==> src/rtl/ldl_sfifo_fwft.sv <==
// ldl_sfifo_fwft: single-clock FIFO with fall-through or registered read,
// programmable almost flags and sticky overflow/underflow error flags.
module ldl_sfifo_fwft #(
   parameter int DWIDTH   = 8,
   parameter int AWIDTH   = 4,
   parameter int FWFT     = 1,
   parameter int AF_LEVEL = (2 ** AWIDTH) - 2,
   parameter int AE_LEVEL = 2
) (
   input  logic              clk,
   input  logic              rst,
   input  logic              we,
   input  logic [DWIDTH-1:0] din,
   input  logic              re,
   output logic [DWIDTH-1:0] dout,
   output logic              empty,
   output logic              full,
   output logic              almost_full,
   output logic              almost_empty,
   output logic [AWIDTH:0]   count,
   output logic              overflow,
   output logic              underflow,
   input  logic              clr_err
);

   localparam int DEPTH = 2 ** AWIDTH;

   localparam logic [AWIDTH:0] DEPTH_C = DEPTH[AWIDTH:0];
   localparam logic [AWIDTH:0] AF_C    = AF_LEVEL[AWIDTH:0];
   localparam logic [AWIDTH:0] AE_C    = AE_LEVEL[AWIDTH:0];
   localparam logic [AWIDTH:0] TWO_C   = (AWIDTH + 1)'(2);

   logic [DWIDTH-1:0] mem_q [DEPTH];

   logic [AWIDTH-1:0] wr_ptr_q, wr_ptr_d;
   logic [AWIDTH-1:0] rd_ptr_q, rd_ptr_d;
   logic [AWIDTH-1:0] rd_next;
   logic [AWIDTH:0]   count_q, count_d;
   logic [DWIDTH-1:0] dout_q, dout_d;
   logic              valid_q, valid_d;
   logic              empty_q, empty_d;
   logic              full_q, full_d;
   logic              af_q, af_d;
   logic              ae_q, ae_d;
   logic              ovf_q, ovf_d;
   logic              unf_q, unf_d;

   logic              wr_ok;
   logic              rd_ok;

   assign wr_ok   = we & ~full_q;
   assign rd_ok   = re & ~empty_q;
   assign rd_next = rd_ptr_q + 1'b1;

   // Pointer and occupancy bookkeeping, shared by both read modes.
   always_comb begin
      wr_ptr_d = wr_ptr_q;
      rd_ptr_d = rd_ptr_q;
      count_d  = count_q;
      if (wr_ok) begin
         wr_ptr_d = wr_ptr_q + 1'b1;
      end
      if (rd_ok) begin
         rd_ptr_d = rd_next;
      end
      unique case ({wr_ok, rd_ok})
         2'b10:   count_d = count_q + 1'b1;
         2'b01:   count_d = count_q - 1'b1;
         default: count_d = count_q;
      endcase
   end

   // Output register load: read-ahead prefetch or registered pop.
   always_comb begin
      dout_d  = dout_q;
      valid_d = valid_q;
      empty_d = empty_q;
      if (FWFT != 0) begin
         if (rd_ok) begin
            // Head leaves; the word behind it is already in memory when
            // count >= 2, so fetch it now to avoid a bubble.
            if (count_q >= TWO_C) begin
               dout_d  = mem_q[rd_next];
               valid_d = 1'b1;
            end else begin
               valid_d = 1'b0;
            end
         end else if (!valid_q && (count_q != '0)) begin
            dout_d  = mem_q[rd_ptr_q];
            valid_d = 1'b1;
         end
         empty_d = ~valid_d;
      end else begin
         if (rd_ok) begin
            dout_d = mem_q[rd_ptr_q];
         end
         valid_d = (count_d != '0);
         empty_d = (count_d == '0);
      end
   end

   // Level flags follow the post-edge count; error flags are sticky.
   always_comb begin
      full_d = (count_d == DEPTH_C);
      af_d   = (count_d >= AF_C);
      ae_d   = (count_d <= AE_C);
      ovf_d  = ovf_q;
      unf_d  = unf_q;
      if (we & full_q) begin
         ovf_d = 1'b1;
      end else if (clr_err) begin
         ovf_d = 1'b0;
      end
      if (re & empty_q) begin
         unf_d = 1'b1;
      end else if (clr_err) begin
         unf_d = 1'b0;
      end
   end

   // Storage array: written on accepted writes, never reset.
   always_ff @(posedge clk) begin
      if (wr_ok) begin
         mem_q[wr_ptr_q] <= din;
      end
   end

   // Control and output state registers with synchronous reset.
   always_ff @(posedge clk) begin
      if (rst) begin
         wr_ptr_q <= '0;
         rd_ptr_q <= '0;
         count_q  <= '0;
         dout_q   <= '0;
         valid_q  <= 1'b0;
         empty_q  <= 1'b1;
         full_q   <= 1'b0;
         af_q     <= 1'b0;
         ae_q     <= 1'b1;
         ovf_q    <= 1'b0;
         unf_q    <= 1'b0;
      end else begin
         wr_ptr_q <= wr_ptr_d;
         rd_ptr_q <= rd_ptr_d;
         count_q  <= count_d;
         dout_q   <= dout_d;
         valid_q  <= valid_d;
         empty_q  <= empty_d;
         full_q   <= full_d;
         af_q     <= af_d;
         ae_q     <= ae_d;
         ovf_q    <= ovf_d;
         unf_q    <= unf_d;
      end
   end

   assign dout         = dout_q;
   assign empty        = empty_q;
   assign full         = full_q;
   assign almost_full  = af_q;
   assign almost_empty = ae_q;
   assign count        = count_q;
   assign overflow     = ovf_q;
   assign underflow    = unf_q;

endmodule

==> config.mk <==
export PLATFORM = sky130hd
export DESIGN_NAME = ldl_sfifo_fwft
export DESIGN_NICKNAME = d
export VERILOG_FILES = /design/src/rtl/ldl_sfifo_fwft.sv
export SDC_FILE = /design/constraint.sdc
export NUM_CORES = 1
export LEC_CHECK = 0
export ABC_AREA = 1
export CORE_MARGIN = 1
export CORE_UTILIZATION = 61
export DETAILED_ROUTE_END_ITERATION = 12
export PLACE_DENSITY_LB_ADDON = 0.1
export SYNTH_ARGS = -nofsm -noshare
export SYNTH_HDL_FRONTEND = slang
export SYNTH_SLANG_ARGS = --single-unit
==> constraint.sdc <==
create_clock -name clk -period 2.1 [get_ports clk]
set_input_delay 0.42 -clock clk [delete_from_list [all_inputs] [get_ports clk]]
set_output_delay 0.42 -clock clk [all_outputs]
set_load 0.02 [all_outputs]
==> results.txt <==
- Async set or reset register ratio after synthesis: 0
- Counting flops and latches in the post-synthesis netlist gives 160.
- Count of flip-flops with a built-in enable after synthesis: 128
- Of the cells placed in the final design, the portion with a size suffix greater than 1 is 0.105.
* Largest net degree at the start of global routing: 65
* Outcome: finished, violations left
- After routing the design area is 0.00921 mm^2.
- Horizontal extent of the die: 116 um
* Instance count along the most critical hold path: 3
- The share of the Yosys chip area taken by registers is 0.568.
* H-tree levels: 4
- The count of final max-slew check failures came to 0.
- Top-level I/O count: 32
- For the worst setup path, the data arrival time is 2.41 ns.
- Filler Cells Inserted: 909
- Failing checks: setup timing
- The region available for standard cell placement spans 0.0126 mm^2.
- In this run the most critical hold path is launched from re.
- Count of TritonRoute iterations in the first routing pass: 6
- The first global-routing pass estimated 31200 um of wire.
- In this run the critical register-to-register path is captured at dout[5]$_SDFFE_PP0P_.
- Critical path fanouts, max: 20
- Final count of hold timing violations: 0
- The count of nets left with antenna violations once routing finished came out at 0.
* Top cell family by delay on the critical path: simple AND/OR/NAND/NOR gates
- CTS root buf: clkbuf_16
- For hold timing, the worst endpoint is underflow$_SDFFE_PP0P_.
- Hold timing on the final database bottoms out at a slack of 0.304 ns.
* Initial Utilization: 0.626
* Unique masters post-synth: 29
- Clock sink count: 160
* Violation count after the first detailed-route iteration: 740
- From synthesis to final layout, the design area changed by 16.7%.
- The worst pin sits at a relative slew slack of 0.534.
- After detailed routing, the average wire length per cell comes to 18.4 um.
* DRT Wirelength: 20200 um
- At the end of routability-driven placement, the weighted congestion stood at 0.957.
* Transition time of the tightest slew-check pin: 0.697 ns
* Clock Skews: 0.00640 ns
- RSZ-0062 raised after global routing: no
* CTS clk-pin slew, worst paths: 0.06 ns
- Synthesized net count: 883
- STA puts the critical path data required time at 2.41 ns.
- The initial antenna violation count came to 0.
- In this run the worst hold path is classified as in -> reg.
- Flop2flop setup slack: -0.006 ns
- For this design the ratio of total power to cell area is 1150 mW/mm^2.
* Slowest cell on the critical path: ha_1
- Post-route setup slack: -0.00634 ns
- Via density per instance: 6.03
* CP dominant cell by count: nand3_1
- In the routed design, unresolved DRC markers number 0.
- Max-cap violation count: 0
- The worst setup path is captured at a register.
* Kind of start point of the critical path: register
- Net total in the final layout: 931
* Buf+Inv Stages, Crit Path: 1
- Cells on worst reg2reg path: 9
- In this run the deepest clock path goes through 2 buffers.
- In the global route stage, overall resource usage came out at 0.317.
* Commonest register cell after synthesis: edfxtp_1
- Worst-skew pair later-pin latency: 0.43 ns
* Critical-path cell list: ha_1 -> buf_4 -> a21oi_1 -> o21ai_0 -> nand3_1 -> nand3_1 -> nand3_1 -> nand3_1 -> a21oi_1
- In this run the critical register-to-register path is launched from rd_ptr_q[1]$_SDFFE_PP0P_.
- The die covers 0.0134 mm^2.
* Ant diodes: 0
- Final cycle utilization of the critical path: 1.00
* Number of rows in the core area: 41
- Largest incremental delay on the critical path: 0.51 ns
- Die outline height: 116 um
* Total setup violations reported at the end of the flow: 1
* Total gr overflow: 0
* Vias in the first global route: 6133
- TritonCTS created 17 clock buffers.
* Detailed placer's ending HPWL: 13700 um
- Peak supply drop: 0.000667 V
* TritonCTS clock tree: done
- By startpoint and endpoint, the worst setup path is classified as reg -> reg.
* Post-Synthesis Mean Instance Area: 9.15 um^2
- Total via count in the routed design: 6612
- Timing would allow up to 0.475 GHz.
* Total leakage power: 3.45 nW
- Buffers added on ports: 31
- Number of cells produced by synthesis: 863
* Setup slack after placement: -0.308 ns
- Post-route minimum period: 2.11 ns
- Mapped cell area: 0.00790 mm^2
* Setup TNS: -0.00634 ns
- Yosys printed 0 warnings.
- DP Area: 0.00858 mm^2
-- power by group --
group | switching [mW] | internal (mW)
combinational | 2.26 | 1.33
clock | 1.19 | 1.98
sequential | 0.164 | 3.64
-- layout make-up --
cell class,instances,area [um^2],share of cell area
timing repair buffer,83,744,0.0808
clock buffer,21,440,0.0478
multi-input combinational,552,2790,0.303
clock inverter,11,165,0.0179
inverter,97,367,0.0398
sequential,160,4490,0.488
tap,172,215,0.0234
-- stage by stage --
stage / std cells / util / total power [mW]
floorplan: 863 / - / 6.15
global placement: 1063 / 0.680 / 7.22
detailed placement: 1063 / 0.680 / 7.33
CTS: 1095 / 0.728 / 10.5
global route: 1096 / 0.730 / 11.0
finish: 1096 / 0.730 / 10.6
-- worst max-delay path by stage --
stage                                   startpoint                 endpoint  depth (start not counted)
after floorplan                   empty$_SDFF_PP1_  almost_empty$_SDFF_PP1_                         10
after global placement                          re  almost_empty$_SDFF_PP1_                         14
after detailed placement                        re  almost_empty$_SDFF_PP1_                         14
after CTS                 rd_ptr_q[0]$_SDFFE_PP0P_     dout[5]$_SDFFE_PP0P_                         10
after global routing      rd_ptr_q[1]$_SDFFE_PP0P_     dout[0]$_SDFFE_PP0P_                          8
final                     rd_ptr_q[1]$_SDFFE_PP0P_     dout[5]$_SDFFE_PP0P_                          9
-- state kept, by name, summed over array words and instances, names as in the netlist, named ones only --
name and count:
mem_q 128, dout 8, count 5, rd_ptr_q 4, wr_ptr_q 4, almost_empty 1
almost_full 1, empty 1, full 1, overflow 1, underflow 1, valid_q 1
-- worst register-to-register path, stage by stage (launching register included) --
cell and delay (ns):
dfxtp_1 0.34, ha_1 0.51, buf_4 0.33, a21oi_1 0.09, o21ai_0 0.10, nand3_1 0.15, nand3_1 0.14, nand3_1 0.14
nand3_1 0.13, a21oi_1 0.06
-- per-layer routing --
metal	track usage	up-vias	wire, um
li1	-	3097	-
met1	0.414	3099	8020
met2	0.505	350	9680
met3	0.0706	66	1900
met4	0.153	0	621
met5	0	-	0
-- cell usage in the layout (no fill, tap or decap), types with 4 or more instances in the layout --
cell type | Yosys | layout
clkbuf_16 | 0 | 17
inv_1 | 93 | 93
clkbuf_1 | 18 | 4
edfxtp_1 | 128 | 128
ha_1 | 7 | 7
o211ai_1 | 53 | 53
dfxtp_1 | 32 | 29
bufinv_16 | 0 | 4
clkdlybuf4s50_1 | 0 | 30
o21ai_0 | 81 | 81
nand2_1 | 162 | 161
nor2_1 | 36 | 35
nand3_1 | 128 | 127
a21oi_1 | 69 | 69
buf_4 | 3 | 48
-- Yosys cell counts, types with 7 or more instances --
| master | count | area, um^2 |
|---|---|---|
| o211ai_1 | 53 | 398 |
| clkbuf_1 | 18 | 67.6 |
| edfxtp_1 | 128 | 3840 |
| buf_2 | 26 | 130 |
| a21oi_1 | 69 | 345 |
| o21ai_0 | 81 | 405 |
| nor2_1 | 36 | 135 |
| dfxtp_1 | 32 | 641 |
| inv_1 | 93 | 349 |
| ha_1 | 7 | 87.6 |
| nand3_1 | 128 | 641 |
| nand2_1 | 162 | 608 |
-- cell families after synthesis --
family,share of synthesized area
AOI/OAI and AO/OA,0.149
xor gates and xnor gates,0.00777
adders and majority gates,0.0111
buffers and inverters,0.0805
DFF,0.568
and+or+nand+nor,0.184
-- repair_timing --
item / in CTS / in global routing
resized for setup: 0 / 6
setup buffers: 0 / 1
endpoints found under the setup margin: 0 / 8
hold buffers: 0 / 0
Note: power is estimated with default switching activity, not from simulation.
